`src/rtl/fixed_point_pkg.sv`:
```
// Shared signed fixed-point format used across the perceptron datapath.
package fixed_point_pkg;
  localparam int SFP_W    = 16;
  localparam int SFP_FRAC = 8;

  typedef logic signed [SFP_W-1:0] sfp;

  localparam sfp SFP_ONE  = sfp'(1 <<< SFP_FRAC);
  localparam sfp SFP_ZERO = '0;

  function automatic sfp int_to_sfp(input int v);
    return sfp'(v <<< SFP_FRAC);
  endfunction
endpackage

```
`src/rtl/perceptron_pkg.sv`:
```
// Types shared by the perceptron training/inference control blocks.
package perceptron_pkg;
  typedef enum logic [1:0] {
    IDLE    = 2'd0,
    PRESENT = 2'd1,
    HOLD    = 2'd2,
    INFER   = 2'd3
  } seq_state_e;
endpackage

```
`src/rtl/bit_synchronizer.sv`:
```
// Multi-flop synchroniser for asynchronous board inputs, async-reset to zero.
module bit_synchronizer #(
  parameter int WIDTH  = 1,
  parameter int STAGES = 2
) (
  input  logic             clk,
  input  logic             rst,
  input  logic [WIDTH-1:0] async_bits,
  output logic [WIDTH-1:0] sync_bits
);

  logic [WIDTH-1:0] sync_q [STAGES];

  always_ff @(posedge clk or posedge rst) begin
    if (rst) begin
      for (int i = 0; i < STAGES; i++) sync_q[i] <= '0;
    end else begin
      sync_q[0] <= async_bits;
      for (int i = 1; i < STAGES; i++) sync_q[i] <= sync_q[i-1];
    end
  end

  assign sync_bits = sync_q[STAGES-1];

endmodule

```
`src/rtl/perceptron_train_sequencer.sv`:
```
// Walks the binary truth table for NUM_EPOCHS epochs to train the perceptron
// core, then feeds synchronised board inputs for inference.
module perceptron_train_sequencer
  import fixed_point_pkg::*;
  import perceptron_pkg::*;
#(
  parameter int                          INPUT_UNITS   = 2,
  parameter int                          NUM_EPOCHS    = 10,
  parameter int                          SETTLE_CYCLES = 2,
  parameter logic [(2**INPUT_UNITS)-1:0] TARGET_MASK   = 4'b1000,
  parameter int                          SYNC_STAGES   = 2
) (
  input  logic                                  clk,
  input  logic                                  rst,
  input  logic                                  start,
  input  logic [INPUT_UNITS-1:0]                raw_in,
  output logic [INPUT_UNITS*SFP_W-1:0]          values,
  output logic [SFP_W-1:0]                      expected,
  output logic                                  training,
  output logic                                  sample_valid,
  output logic                                  done,
  output logic [$clog2(NUM_EPOCHS+1)-1:0]       epoch_count,
  output logic [(((2**INPUT_UNITS) > 1) ? $clog2(2**INPUT_UNITS) : 1)-1:0] sample_idx
);

  localparam int NUM_SAMPLES = 2**INPUT_UNITS;
  localparam int EW = $clog2(NUM_EPOCHS+1);
  localparam int IW = (NUM_SAMPLES > 1) ? $clog2(NUM_SAMPLES) : 1;
  localparam int HW = $clog2(SETTLE_CYCLES) + 1;

  localparam logic [IW-1:0] LAST_IDX   = IW'(NUM_SAMPLES-1);
  localparam logic [EW-1:0] LAST_EPOCH = EW'(NUM_EPOCHS-1);
  localparam logic [HW-1:0] HOLD_LOAD  = HW'(SETTLE_CYCLES-1);

  seq_state_e                   state, state_d;
  logic [IW-1:0]                idx_d;
  logic [EW-1:0]                epoch_d;
  logic [HW-1:0]                hold_cnt, hold_d;
  logic                         advance;
  logic [INPUT_UNITS-1:0]       raw_sync;

  logic [INPUT_UNITS*SFP_W-1:0] values_d;
  sfp                           expected_d;
  logic                         training_d;
  logic                         sample_valid_d;
  logic                         done_d;

  function automatic logic [INPUT_UNITS*SFP_W-1:0] encode_bits(input logic [INPUT_UNITS-1:0] b);
    logic [INPUT_UNITS*SFP_W-1:0] r;
    r = '0;
    for (int i = 0; i < INPUT_UNITS; i++) begin
      r[i*SFP_W +: SFP_W] = b[i] ? SFP_ONE : SFP_ZERO;
    end
    return r;
  endfunction

  bit_synchronizer #(
    .WIDTH (INPUT_UNITS),
    .STAGES(SYNC_STAGES)
  ) u_raw_sync (
    .clk       (clk),
    .rst       (rst),
    .async_bits(raw_in),
    .sync_bits (raw_sync)
  );

  always_ff @(posedge clk or posedge rst) begin
    if (rst) begin
      state        <= IDLE;
      sample_idx   <= '0;
      epoch_count  <= '0;
      hold_cnt     <= '0;
      values       <= '0;
      expected     <= '0;
      training     <= 1'b0;
      sample_valid <= 1'b0;
      done         <= 1'b0;
    end else begin
      state        <= state_d;
      sample_idx   <= idx_d;
      epoch_count  <= epoch_d;
      hold_cnt     <= hold_d;
      values       <= values_d;
      expected     <= expected_d;
      training     <= training_d;
      sample_valid <= sample_valid_d;
      done         <= done_d;
    end
  end

  // Terminal index/epoch are compared before incrementing, so counters never wrap.
  always_comb begin
    state_d = state;
    idx_d   = sample_idx;
    epoch_d = epoch_count;
    hold_d  = hold_cnt;
    advance = 1'b0;
    case (state)
      IDLE, INFER: begin
        if (start) begin
          state_d = PRESENT;
          idx_d   = '0;
          epoch_d = '0;
        end
      end
      PRESENT: begin
        if (HOLD_LOAD == '0) begin
          advance = 1'b1;
        end else begin
          state_d = HOLD;
          hold_d  = HOLD_LOAD;
        end
      end
      HOLD: begin
        hold_d = hold_cnt - 1'b1;
        if (hold_cnt <= HW'(1)) advance = 1'b1;
      end
      default: state_d = IDLE;
    endcase

    if (advance) begin
      if (sample_idx != LAST_IDX) begin
        idx_d   = sample_idx + 1'b1;
        state_d = PRESENT;
      end else begin
        idx_d   = '0;
        epoch_d = epoch_count + 1'b1;
        state_d = (epoch_count == LAST_EPOCH) ? INFER : PRESENT;
      end
    end
  end

  // Outputs are derived from the next state so they appear registered with it.
  always_comb begin
    values_d       = '0;
    expected_d     = SFP_ZERO;
    training_d     = 1'b0;
    sample_valid_d = 1'b0;
    done_d         = 1'b0;
    case (state_d)
      PRESENT, HOLD: begin
        training_d     = 1'b1;
        sample_valid_d = (state_d == PRESENT);
        values_d       = encode_bits(INPUT_UNITS'(idx_d));
        expected_d     = TARGET_MASK[idx_d] ? SFP_ONE : SFP_ZERO;
      end
      INFER: begin
        done_d   = 1'b1;
        values_d = encode_bits(raw_sync);
      end
      default: ;
    endcase
  end

endmodule

```
`config.mk`:
```
export PLATFORM = sky130hd
export DESIGN_NAME = perceptron_train_sequencer
export DESIGN_NICKNAME = d
export VERILOG_FILES = /design/src/rtl/fixed_point_pkg.sv /design/src/rtl/perceptron_pkg.sv /design/src/rtl/bit_synchronizer.sv /design/src/rtl/perceptron_train_sequencer.sv
export SDC_FILE = /design/constraint.sdc
export NUM_CORES = 1
export LEC_CHECK = 0
export CAP_MARGIN = 10
export CORE_ASPECT_RATIO = 1.75
export CORE_MARGIN = 2
export CORE_UTILIZATION = 50
export CTS_CLUSTER_DIAMETER = 80
export DETAILED_ROUTE_END_ITERATION = 12
export DONT_BUFFER_PORTS = 1
export GPL_TIMING_DRIVEN = 0
export PLACE_DENSITY_LB_ADDON = 0.05
export REMOVE_ABC_BUFFERS = 1
export SETUP_SLACK_MARGIN = 0.05
export SLEW_MARGIN = 20
export SYNTH_ARGS = -nofsm -noshare
export SYNTH_HDL_FRONTEND = slang
export SYNTH_HIERARCHICAL = 1
export SYNTH_SLANG_ARGS = --single-unit
export TNS_END_PERCENT = 100
```
`constraint.sdc`:
```
create_clock -name clk -period 4 [get_ports clk]
set_input_delay 0.8 -clock clk [delete_from_list [all_inputs] [get_ports clk]]
set_output_delay 0.8 -clock clk [all_outputs]
set_load 0.05 [all_outputs]
```
==> results.json <==
{
  "cts.clk_slew.worst_paths_ns": 0.07,
  "power.leakage_nw": 0.6275,
  "pwr-share-seq_pct": 40.7,
  "grt_pass1_vias": 672,
  "met3WireLength_um": 156,
  "synth_flop_cell": "dfrtp_1",
  "nNetsFinal": 144,
  "slew_violations": 0,
  "rr_endpoint": "values[24]",
  "cp_num_buf_inv": 0,
  "design.core.area_um2": 2522,
  "grt_max_degree": 17,
  "hold_violations": 0,
  "endpoint_kind": "flip-flop",
  "synth_seq_cells": 20,
  "cts_tree": "yes",
  "wl_met2_um": 1031,
  "grt_pass1_wl_um": 2987,
  "ant_nets": 0,
  "syn-cell-area_um2": 1328,
  "avgViaCountPerCell": 4.750,
  "synth.most_common_cell": "buf_4",
  "grt_setup_unrepaired": "no",
  "start_kind": "flip-flop",
  "drc_errors": 0,
  "drtIter0Drc": 28,
  "path_class": "reg -> reg",
  "slew_headroom_pct": 58.40,
  "critPathSlowestCell": "dfrtp_1",
  "cap_violations": 0,
  "clock-sinks": 20,
  "tightestPinTransition_ns": 0.6233,
  "clkPwrFrac_pct": 40.2,
  "outcome": "finished clean",
  "start_util_pct": 52.63,
  "seqCellArea_um2": 500.5,
  "power_density_nw_per_um2": 405.4,
  "wl_met1_um": 661,
  "required_ns": 4.16,
  "yosys_warnings": 6,
  "synth_edf_count": 0,
  "antenna_found_initial": 0,
  "fmax_mhz": 430.4,
  "cpPeakStageDelay_ns": 0.74,
  "final_util_pct": 49.31,
  "p_int_uw": 338.2,
  "synth.yosys.seq_area_share_pct": 37.70,
  "hold_buffers": 0,
  "yosysTopAreaCell": "dfrtp_1",
  "post_cts_resized": 0,
  "overflow": 0,
  "yosys.cell_types.count": 36,
  "insertion_delay_ns": 0.26,
  "synth_common_cells": "buf_4 (47), dfrtp_1 (20), ha_1 (8), nand2_1 (8), inv_1 (5)",
  "dpl_cell_area_um2": 1172,
  "period_needed_ns": 2.324,
  "fin_crit_sh_pct": 58.09,
  "dp_hpwl_um": 1535,
  "multi_input_area_um2": 616.8,
  "synthesis.instances": 129,
  "async_reset_ff_share_pct": 100.0,
  "setup_viol": 0,
  "io-pin-count": 62,
  "path_max_fanout": 6,
  "io_buffer_count": 0,
  "cpMostUsedCell": "ha_1",
  "track_usage_pct": 13.14,
  "min_path_type": "in -> async",
  "r2r_cells": 7,
  "die_h_um": 72.17,
  "nFillCells": 247,
  "gp_congestion": 0.8068,
  "synth_top_area_share_pct": 37.70,
  "vias": 741,
  "clockBufferDepth": 2,
  "wl_um": 1904,
  "pwr-share-comb_pct": 19.2,
  "drive_gt1_share_pct": 9.231,
  "cts_setup_buffers": 0,
  "first_pass_iters": 5,
  "hold_slack_ns": 0.2963,
  "rrSetupSlack_ns": 1.68,
  "p_sw_share_pct": 32.93,
  "design_area_um2": 1244,
  "crit_chain": "ha_1 > nand4b_1 > nand2_1 > o21a_1 > ha_1 > a221oi_1 > a2111oi_2",
  "critical-path-top-delay-family": "flip-flops",
  "area_delta_synth_final_pct": -6.315,
  "design.die.area_um2": 3099,
  "die_w_um": 42.95,
  "clock_skew_ns": 0.0009852,
  "core.rowCount": 24,
  "root_buffer": "clkbuf_8",
  "cts_made_buffers": 3,
  "p_sw_uw": 166.1,
  "cp.arrival_ns": 2.48,
  "drt-wirelength-per-cell_um": 12.21,
  "tns_ns": 0,
  "ir_worst_vdd_mv": 0.3353,
  "h-tree-depth": 1,
  "worstReg2RegStart": "sample_idx[0]",
  "highest_layer": "met4",
  "avgSynthCellArea_um2": 10.29,
  "insertedDiodeCount": 0,
  "synthTopCellsByArea": "dfrtp_1 (38%), buf_4 (27%), ha_1 (7.5%)"
}
[routing by layer]
layer	vias up	global-route usage (%)
met4	0	8.081
met3	7	3.234
met2	38	23.06
li1	342	-
met5	-	0
met1	354	13.64
[logic make-up (layout without fill, tap and decap cells)]
group | Yosys count | in the layout | synth area share (%)
buf+inv | 53 | 10 | 28.28
simple gates | 23 | 23 | 9.614
compound gates | 20 | 20 | 13.76
flops | 20 | 20 | 37.70
fa+ha+maj | 8 | 8 | 7.540
xor+xnor | 2 | 2 | 1.320
mux | 2 | 2 | 1.508
other cells | 1 | 45 | 0.2825
[worst max-delay path by stage]
stage / start / to / cells after the start
5_1_grt: sample_idx[0] / values[24] / 7
6_report: sample_idx[0] / values[24] / 7
4_1_cts: sample_idx[0] / values[24] / 7
3_3_place_gp: sample_idx[0] / values[24] / 7
3_5_place_dp: sample_idx[0] / values[24] / 7
2_1_floorplan: sample_idx[0] / values[24] / 7
[registers in the layout, summed over array words and instances, names as in the netlist]
register              cells
sample_valid              1
training                  1
u_raw_sync/sync_q         2
values                    2
hold_cnt                  2
state                     2
done                      1
expected                  1
epoch_count               4
u_raw_sync/sync_bits      2
sample_idx                2
[cell type report]
type / instances / share of cell area [%]
clock buffers: 3 / 3.320
clock inverters: 1 / 2.414
inverters: 6 / 1.811
multi-input cells: 100 / 49.60
flip-flops and latches: 20 / 40.24
well taps: 26 / 2.616
[stage by stage]
| stage | worst slack (ns) | power (mW) | instances |
|---|---|---|---|
| final | 1.676 | 0.5042 | 156 |
| after CTS | 1.663 | 0.5059 | 156 |
| after detailed placement | 1.686 | 0.3050 | 152 |
| after global routing | 1.470 | 0.5223 | 156 |
| after global placement | 1.680 | 0.3047 | 152 |
| after floorplan | 1.936 | 0.3033 | 126 |
[power by group through the flow]
stage | sequential, mW | clock [mW] | combinational [mW]
floorplan | 0.209 | 0 | 0.0945
global placement | 0.209 | 0 | 0.0957
detailed placement | 0.209 | 0 | 0.0960
CTS | 0.205 | 0.205 | 0.0959
global route | 0.205 | 0.217 | 0.0998
finish | 0.205 | 0.203 | 0.0966
[placed cells by master (no fill, tap or decap), types with 2 or more instances in the layout]
cell type | netlist | final
mux2i_1 | 2 | 2
inv_1 | 5 | 5
conb_1 | 1 | 45
o2bb2ai_1 | 2 | 2
nand2_1 | 8 | 8
ha_1 | 8 | 8
nor2_1 | 3 | 3
nand3_1 | 4 | 4
clkbuf_8 | 0 | 3
o22ai_1 | 2 | 2
o21a_1 | 2 | 2
nor2b_1 | 2 | 2
dfrtp_1 | 20 | 20
Note: power is estimated with default switching activity, not from simulation.
